==> config.mk <==
export PLATFORM = sky130hd
export DESIGN_NAME = pingpong_frame_scheduler
export DESIGN_NICKNAME = d
export VERILOG_FILES = /design/src/rtl/pingpong_sched_pkg.sv /design/src/rtl/engine_tracker.sv /design/src/rtl/pingpong_frame_scheduler.sv
export SDC_FILE = /design/constraint.sdc
export NUM_CORES = 1
export LEC_CHECK = 0
export ABC_AREA = 1
export CAP_MARGIN = 40
export CORE_MARGIN = 4
export CORE_UTILIZATION = 35
export DETAILED_ROUTE_END_ITERATION = 12
export PLACE_DENSITY = 0.6
export SYNTH_ARGS = -nofsm -noshare
export SYNTH_HDL_FRONTEND = slang
export SYNTH_SLANG_ARGS = --single-unit
==> constraint.sdc <==
create_clock -name clk -period 1.7 [get_ports clk]
set_clock_uncertainty 0.15 [all_clocks]
set_input_delay 0.17 -clock clk [delete_from_list [all_inputs] [get_ports clk]]
set_output_delay 0.17 -clock clk [all_outputs]
set_load 0.02 [all_outputs]
==> src/rtl/pingpong_sched_pkg.sv <==
// Shared types and defaults for the ping-pong frame scheduler: buffer lifecycle
// states, engine tracker states and parameter defaults.
package pingpong_sched_pkg;

  localparam int unsigned ACK_TIMEOUT_DEFAULT = 16;
  localparam int unsigned CNT_W_DEFAULT       = 16;

  typedef enum logic [2:0] {
    BufFree      = 3'd0,
    BufWriting   = 3'd1,
    BufWritten   = 3'd2,
    BufFiltering = 3'd3,
    BufFiltered  = 3'd4,
    BufReading   = 3'd5
  } buf_state_t;

  typedef enum logic [1:0] {
    TrkIdle    = 2'd0,
    TrkStart   = 2'd1,
    TrkWaitAck = 2'd2,
    TrkBusy    = 2'd3
  } trk_state_t;

endpackage

==> src/rtl/engine_tracker.sv <==
// Tracks one engine job: one-cycle start pulse, wait for the engine to leave idle,
// then report done when it returns to idle. A missing acknowledge times out as done.
module engine_tracker
  import pingpong_sched_pkg::*;
#(
  parameter int unsigned ACK_TIMEOUT = ACK_TIMEOUT_DEFAULT
) (
  input  logic clk,
  input  logic reset_n,
  input  logic i_issue,
  input  logic i_idle,
  output logic o_ready,
  output logic o_start,
  output logic o_done,
  output logic o_timeout
);

  localparam int unsigned CntW = (ACK_TIMEOUT > 1) ? $clog2(ACK_TIMEOUT) : 1;

  trk_state_t      r_state, w_state_nxt;
  logic [CntW-1:0] r_cnt, w_cnt_nxt;

  always_ff @(posedge clk or negedge reset_n) begin
    if (!reset_n) begin
      r_state <= TrkIdle;
      r_cnt   <= '0;
    end else begin
      r_state <= w_state_nxt;
      r_cnt   <= w_cnt_nxt;
    end
  end

  always_comb begin
    w_state_nxt = r_state;
    w_cnt_nxt   = r_cnt;
    o_done      = 1'b0;
    o_timeout   = 1'b0;
    unique case (r_state)
      TrkIdle: begin
        if (i_issue) w_state_nxt = TrkStart;
      end
      TrkStart: begin
        w_state_nxt = TrkWaitAck;
        w_cnt_nxt   = '0;
      end
      TrkWaitAck: begin
        if (!i_idle) begin
          w_state_nxt = TrkBusy;
        end else if (r_cnt == CntW'(ACK_TIMEOUT - 1)) begin
          // Treat the missing acknowledge as a completed job so the pipeline keeps moving.
          o_timeout   = 1'b1;
          o_done      = 1'b1;
          w_state_nxt = TrkIdle;
        end else begin
          w_cnt_nxt = r_cnt + CntW'(1);
        end
      end
      TrkBusy: begin
        if (i_idle) begin
          o_done      = 1'b1;
          w_state_nxt = TrkIdle;
        end
      end
      default: w_state_nxt = TrkIdle;
    endcase
  end

  assign o_ready = (r_state == TrkIdle);
  assign o_start = (r_state == TrkStart);

endmodule

==> src/rtl/pingpong_frame_scheduler.sv <==
// Schedules writer, in-place filter and reader engines over two ping-pong buffers,
// keeping each buffer in exactly one lifecycle state and jobs in frame order.
module pingpong_frame_scheduler
  import pingpong_sched_pkg::*;
#(
  parameter int unsigned ACK_TIMEOUT = ACK_TIMEOUT_DEFAULT,
  parameter int unsigned CNT_W       = CNT_W_DEFAULT
) (
  input  logic             clk,
  input  logic             reset_n,
  input  logic             enable,
  output logic             wr_start,
  output logic             wr_index,
  input  logic             wr_idle,
  output logic             flt_start,
  output logic             flt_index,
  input  logic             flt_idle,
  output logic             rd_start,
  output logic             rd_index,
  input  logic             rd_idle,
  output logic [1:0][2:0]  buf_state,
  output logic [CNT_W-1:0] frames_done,
  output logic             err_timeout
);

  logic w_wr_ready, w_flt_ready, w_rd_ready;
  logic w_wr_done, w_flt_done, w_rd_done;
  logic w_wr_to, w_flt_to, w_rd_to;
  logic w_wr_issue, w_flt_issue, w_rd_issue;
  logic w_flt_sel, w_flt_avail, w_rd_sel, w_rd_avail;

  buf_state_t       r_buf [2];
  buf_state_t       w_buf_nxt [2];
  logic             r_wr_next, r_flt_next, r_rd_next;
  logic             r_wr_index, r_flt_index, r_rd_index;
  logic [CNT_W-1:0] r_frames_done;
  logic             r_err;

  engine_tracker #(.ACK_TIMEOUT(ACK_TIMEOUT)) u_wr_trk (
    .clk      (clk),
    .reset_n  (reset_n),
    .i_issue  (w_wr_issue),
    .i_idle   (wr_idle),
    .o_ready  (w_wr_ready),
    .o_start  (wr_start),
    .o_done   (w_wr_done),
    .o_timeout(w_wr_to)
  );

  engine_tracker #(.ACK_TIMEOUT(ACK_TIMEOUT)) u_flt_trk (
    .clk      (clk),
    .reset_n  (reset_n),
    .i_issue  (w_flt_issue),
    .i_idle   (flt_idle),
    .o_ready  (w_flt_ready),
    .o_start  (flt_start),
    .o_done   (w_flt_done),
    .o_timeout(w_flt_to)
  );

  engine_tracker #(.ACK_TIMEOUT(ACK_TIMEOUT)) u_rd_trk (
    .clk      (clk),
    .reset_n  (reset_n),
    .i_issue  (w_rd_issue),
    .i_idle   (rd_idle),
    .o_ready  (w_rd_ready),
    .o_start  (rd_start),
    .o_done   (w_rd_done),
    .o_timeout(w_rd_to)
  );

  // Each stage remembers which buffer is oldest; prefer it, fall back to the other.
  always_comb begin
    w_flt_sel   = r_flt_next;
    w_flt_avail = 1'b0;
    if (r_buf[r_flt_next] == BufWritten) begin
      w_flt_avail = 1'b1;
    end else if (r_buf[~r_flt_next] == BufWritten) begin
      w_flt_sel   = ~r_flt_next;
      w_flt_avail = 1'b1;
    end
    w_rd_sel   = r_rd_next;
    w_rd_avail = 1'b0;
    if (r_buf[r_rd_next] == BufFiltered) begin
      w_rd_avail = 1'b1;
    end else if (r_buf[~r_rd_next] == BufFiltered) begin
      w_rd_sel   = ~r_rd_next;
      w_rd_avail = 1'b1;
    end
  end

  assign w_wr_issue  = enable & w_wr_ready & wr_idle & (r_buf[r_wr_next] == BufFree);
  assign w_flt_issue = enable & w_flt_ready & flt_idle & w_flt_avail;
  assign w_rd_issue  = enable & w_rd_ready & rd_idle & w_rd_avail;

  // Completions are applied before issues; both never target the same buffer.
  always_comb begin
    w_buf_nxt = r_buf;
    if (w_wr_done)   w_buf_nxt[r_wr_index]  = BufWritten;
    if (w_flt_done)  w_buf_nxt[r_flt_index] = BufFiltered;
    if (w_rd_done)   w_buf_nxt[r_rd_index]  = BufFree;
    if (w_wr_issue)  w_buf_nxt[r_wr_next]   = BufWriting;
    if (w_flt_issue) w_buf_nxt[w_flt_sel]   = BufFiltering;
    if (w_rd_issue)  w_buf_nxt[w_rd_sel]    = BufReading;
  end

  always_ff @(posedge clk or negedge reset_n) begin
    if (!reset_n) begin
      r_buf[0]      <= BufFree;
      r_buf[1]      <= BufFree;
      r_wr_next     <= 1'b0;
      r_flt_next    <= 1'b0;
      r_rd_next     <= 1'b0;
      r_wr_index    <= 1'b0;
      r_flt_index   <= 1'b0;
      r_rd_index    <= 1'b0;
      r_frames_done <= '0;
      r_err         <= 1'b0;
    end else begin
      r_buf <= w_buf_nxt;
      if (w_wr_issue) begin
        r_wr_index <= r_wr_next;
        r_wr_next  <= ~r_wr_next;
      end
      if (w_flt_issue) begin
        r_flt_index <= w_flt_sel;
        r_flt_next  <= ~w_flt_sel;
      end
      if (w_rd_issue) begin
        r_rd_index <= w_rd_sel;
        r_rd_next  <= ~w_rd_sel;
      end
      if (w_rd_done) r_frames_done <= r_frames_done + CNT_W'(1);
      if (w_wr_to | w_flt_to | w_rd_to) r_err <= 1'b1;
    end
  end

  assign buf_state[0] = r_buf[0];
  assign buf_state[1] = r_buf[1];
  assign wr_index     = r_wr_index;
  assign flt_index    = r_flt_index;
  assign rd_index     = r_rd_index;
  assign frames_done  = r_frames_done;
  assign err_timeout  = r_err;

endmodule

==> results.txt <==
----------------------------------------------------
[Die]
  I/O Pins ... 35
  Die width ... 92.71 um
  Starting density of the core ... 36.56%
  Die footprint ... 8594 um2
  Area inside the core boundary ... 6869 um2
  Die height ... 92.71 um
  Number of rows in the core area ... 30

[Timing]
  FMAX ... 0.6026 GHz
  Tightest Pin Transition ... 440.2 ps
  Time the final worst path needs with I/O delays and setup ... 1660 ps
  Headroom to the max-slew limit ... 70.65%
  Final hold violation count ... 0
  Final worst-path cycle share ... 97.62%
  Total setup violations reported at the end of the flow ... 0
  Slew Viols, Final ... 0
  Worst hold slack ... 189.0 ps

[Clock tree]
  H-tree lvl count ... 2
  Skew-Pair Late Insertion Delay ... 300 ps
  Max clock buf depth ... 2
  Clock Tree Root ... clkbuf_8
  Total clock sinks ... 47
  CTS tree ... yes
  Cts bufs inserted ... 5
  Setup Fix Bufs, Post-CTS ... 0
  Clock-pin slew of the registers on the worst-case setup and hold paths ... 90 ps

[Pwr]
  Total power divided by cell area ... 1247 nW/um2
  Total power ... 3936 uW
  Static leakage ... 0.001688 uW
  Worst IR drop on VDD ... 0.5881 mV

[Layout]
  Combined area of the multi-input logic cells ... 1175 um2
  Area growth from synthesis to layout ... 25.71%
  FF+latch area ... 1176 um2
  Final cell area excluding filler cells ... 3157 um2
  Fill cell instance count of the final layout ... 704
  Final net count ... 389
  Fraction of layout instances using a drive strength above 1 ... 10.29%
  Number of antenna diodes ... 0

[GRT]
  Wire length of the first global-routing pass ... 9266 um
  Maximum number of pins on one net before global-route repair ... 31
  Global-route congestion overflow total ... 0
  Via count of the first global-routing pass ... 2131
  Total Routing Usage GR ... 13.21%
  Initial antenna violation count ... 0

[Routing]
  First-pass iteration count of the detailed router ... 4
  Count of unresolved DRC violations after routing ... 0
  Routed via count divided by cell count ... 4.539
  Number of DRC violations after detailed-routing iteration 0 ... 80
  Routed wire length per instance ... 11.28 um
  Wirelength, routed ... 5356 um
  Post-route antenna net violation count ... 0
  Via count ... 2156

[Logic synthesis]
  Syn Nets ... 337
  Top post-synthesis cells by area ... dfrtp_1 47%, nand2_1 14%, nor2_1 6.3%, nand3_1 6.0%, inv_1 5.8%
  Count of yosys warnings during synthesis ... 0
  Synthesized area per cell ... 7.679 um2
  Synth unique cells ... 29
  Number of standard cells after synthesis ... 327
  Proportion of synthesized chip area in sequential cells ... 46.84%
  Top-area cell type share of the netlist area ... 46.84%
  Prevailing post-synth register cell ... dfrtp_1
  Synth area leader ... dfrtp_1
  Seq cells post-synth ... 47
  Leading post-synthesis cells by instance count ... 96 x nand2_1, 47 x dfrtp_1, 42 x nor2_1, 39 x inv_1, 30 x nand3_1
  Most used standard cell by instance count after synthesis ... nand2_1
  EDFF count, synth ... 0
  Area of the mapped netlist ... 2511 um2
  Ys async rst share ... 100.0%

[Placed design]
  Instance area at placement ... 3053 um2
  Placer congestion estimate ... 0.8464
  Half-perimeter wire length after detailed placement ... 4133 um
  Port Buffers ... 34

[Critical path]
  Critical Path AT ... 1340 ps
  Number of buffers and inverters on the critical path ... 1
  Critical path capture point type ... primary output
  CP max stage cell ... clkdlybuf4s50_1
  Maximum single-stage delay on the critical path ... 630 ps
  Critical Path Source Type ... register
  Worst Path Class, Setup ... reg2out
  Reg2Reg Depth ... 9
  Worst reg2reg startpoint ... u_rd_trk.r_cnt[0]$_DFFE_PN0P_
  FF-to-FF setup slack ... 120 ps
  Crit path max fanout ... 4
  End of the worst register-to-register path ... u_rd_trk.r_cnt[3]$_DFFE_PN0P_
  Sequence of cells on the critical path ... clkdlybuf4s50_1
  Category of cells accounting for the largest share of critical-path delay ... buffers and inverters
  Critical path required time ... 1380 ps

[Flow run]
  Max-cap check violation count ... 0

[Status]
  Run status ... completed

[Worst hold path]
  Tightest Hold Check Type ... in2async

----------------------------------------------------
[metrics by stage]
| stage | utilization [%] | TNS (ps) | instances | setup WS, ps |
|---|---|---|---|---|
| 2_1_floorplan | - | 0 | 327 | 175.8 |
| 3_3_place_gp | 44.44 | 0 | 467 | 19.72 |
| 3_5_place_dp | 44.44 | 0 | 467 | 17.25 |
| 4_1_cts | 45.56 | 0 | 475 | 2.128 |
| 5_1_grt | 45.96 | -3.932 | 475 | -3.932 |
| 6_report | 45.96 | 0 | 475 | 40.48 |
[report_power, final]
group,switching (uW),internal [uW],total (uW)
Clock,368,282,650
Combinational,935,639,1570
Sequential,298,1410,1710
[placed cells by master, fill, tap and decap left out, drive strengths merged, types with 4 or more instances in the layout]
| master | synthesis | layout |
|---|---|---|
| nor2 | 46 | 46 |
| dlygate4sd2 | 0 | 13 |
| nor3 | 5 | 5 |
| o21ai | 18 | 18 |
| clkbuf | 0 | 5 |
| clkdlybuf4s50 | 0 | 13 |
| xnor2 | 8 | 8 |
| dfrtp | 47 | 47 |
| buf | 2 | 13 |
| xor2 | 6 | 6 |
| nand3 | 32 | 32 |
| dlymetal6s2s | 0 | 7 |
| ha | 4 | 4 |
| a21oi | 5 | 5 |
| nand2 | 102 | 102 |
| inv | 41 | 41 |
[logic make-up (layout without fill, tap and decap cells)]
kind of cell             Yosys count  in the layout  share of synthesized area (%)
flip-flops                        47             47                          46.84
XOR/XNOR                          14             14                          4.883
buffers and inverters             43             95                          6.776
AND/OR/NAND/NOR                  189            189                          32.84
AO/OA/AOI/OAI                     30             30                          6.677
adder cells (fa/ha/maj)            4              4                          1.993
[state kept, by name, summed over array words and instances, names as in the netlist, 2 cells and up]
register / flops
u_flt_trk.r_cnt: 4
u_rd_trk.r_state: 2
buf_state: 6
u_wr_trk.r_cnt: 4
u_wr_trk.r_state: 2
u_flt_trk.r_state: 2
u_rd_trk.r_cnt: 4
frames_done: 16
[how the worst max path moves through the flow]
stage | to | slack (ps) | startpoint | cells after the start
6_report | frames_done[6] | 40 | frames_done[6]$_DFFE_PN0N_ | 1
5_1_grt | frames_done[6] | -4 | frames_done[6]$_DFFE_PN0N_ | 1
4_1_cts | frames_done[5] | 2 | frames_done[5]$_DFFE_PN0N_ | 1
3_5_place_dp | buf_state[2]$_DFF_PN0_ | 20 | enable | 8
3_3_place_gp | buf_state[2]$_DFF_PN0_ | 20 | enable | 8
2_1_floorplan | frames_done[12]$_DFFE_PN0N_ | 180 | frames_done[0]$_DFFE_PN0N_ | 7
[layer usage]
layer | share of wire, % | GRT usage (%)
met2 | 47 | 21.99
met3 | 4.6 | 3.574
met5 | 0 | 0
met4 | 0.60 | 3.175
met1 | 48 | 17.08
[layout make-up]
| type | count | area share (%) |
|---|---|---|
| Tap cell | 96 | 3.805 |
| Multi-Input combinational cell | 237 | 37.22 |
| Sequential cell | 47 | 37.26 |
| Inverter | 41 | 4.875 |
| Timing Repair Buffer | 47 | 14.23 |
| Clock buffer | 5 | 2.180 |
| Clock inverter | 2 | 0.4360 |
[what timing repair did]
item | CTS | global route
hold buffers | 1 | 0
hold endpoints to repair | 17 | 0
cloned | 0 | 0
resized for setup | 13 | 11
endpoints found under the setup margin | 13 | 12
[worst reg2reg max path: cells and delay by family (launching register included)]
kind | cells | cell delay [ps]
and+or+nand+nor | 7 | 590
DFF | 1 | 410
buffers and inverters | 1 | 100
adders and majority gates | 1 | 240
(Power assumes the default switching activity.)
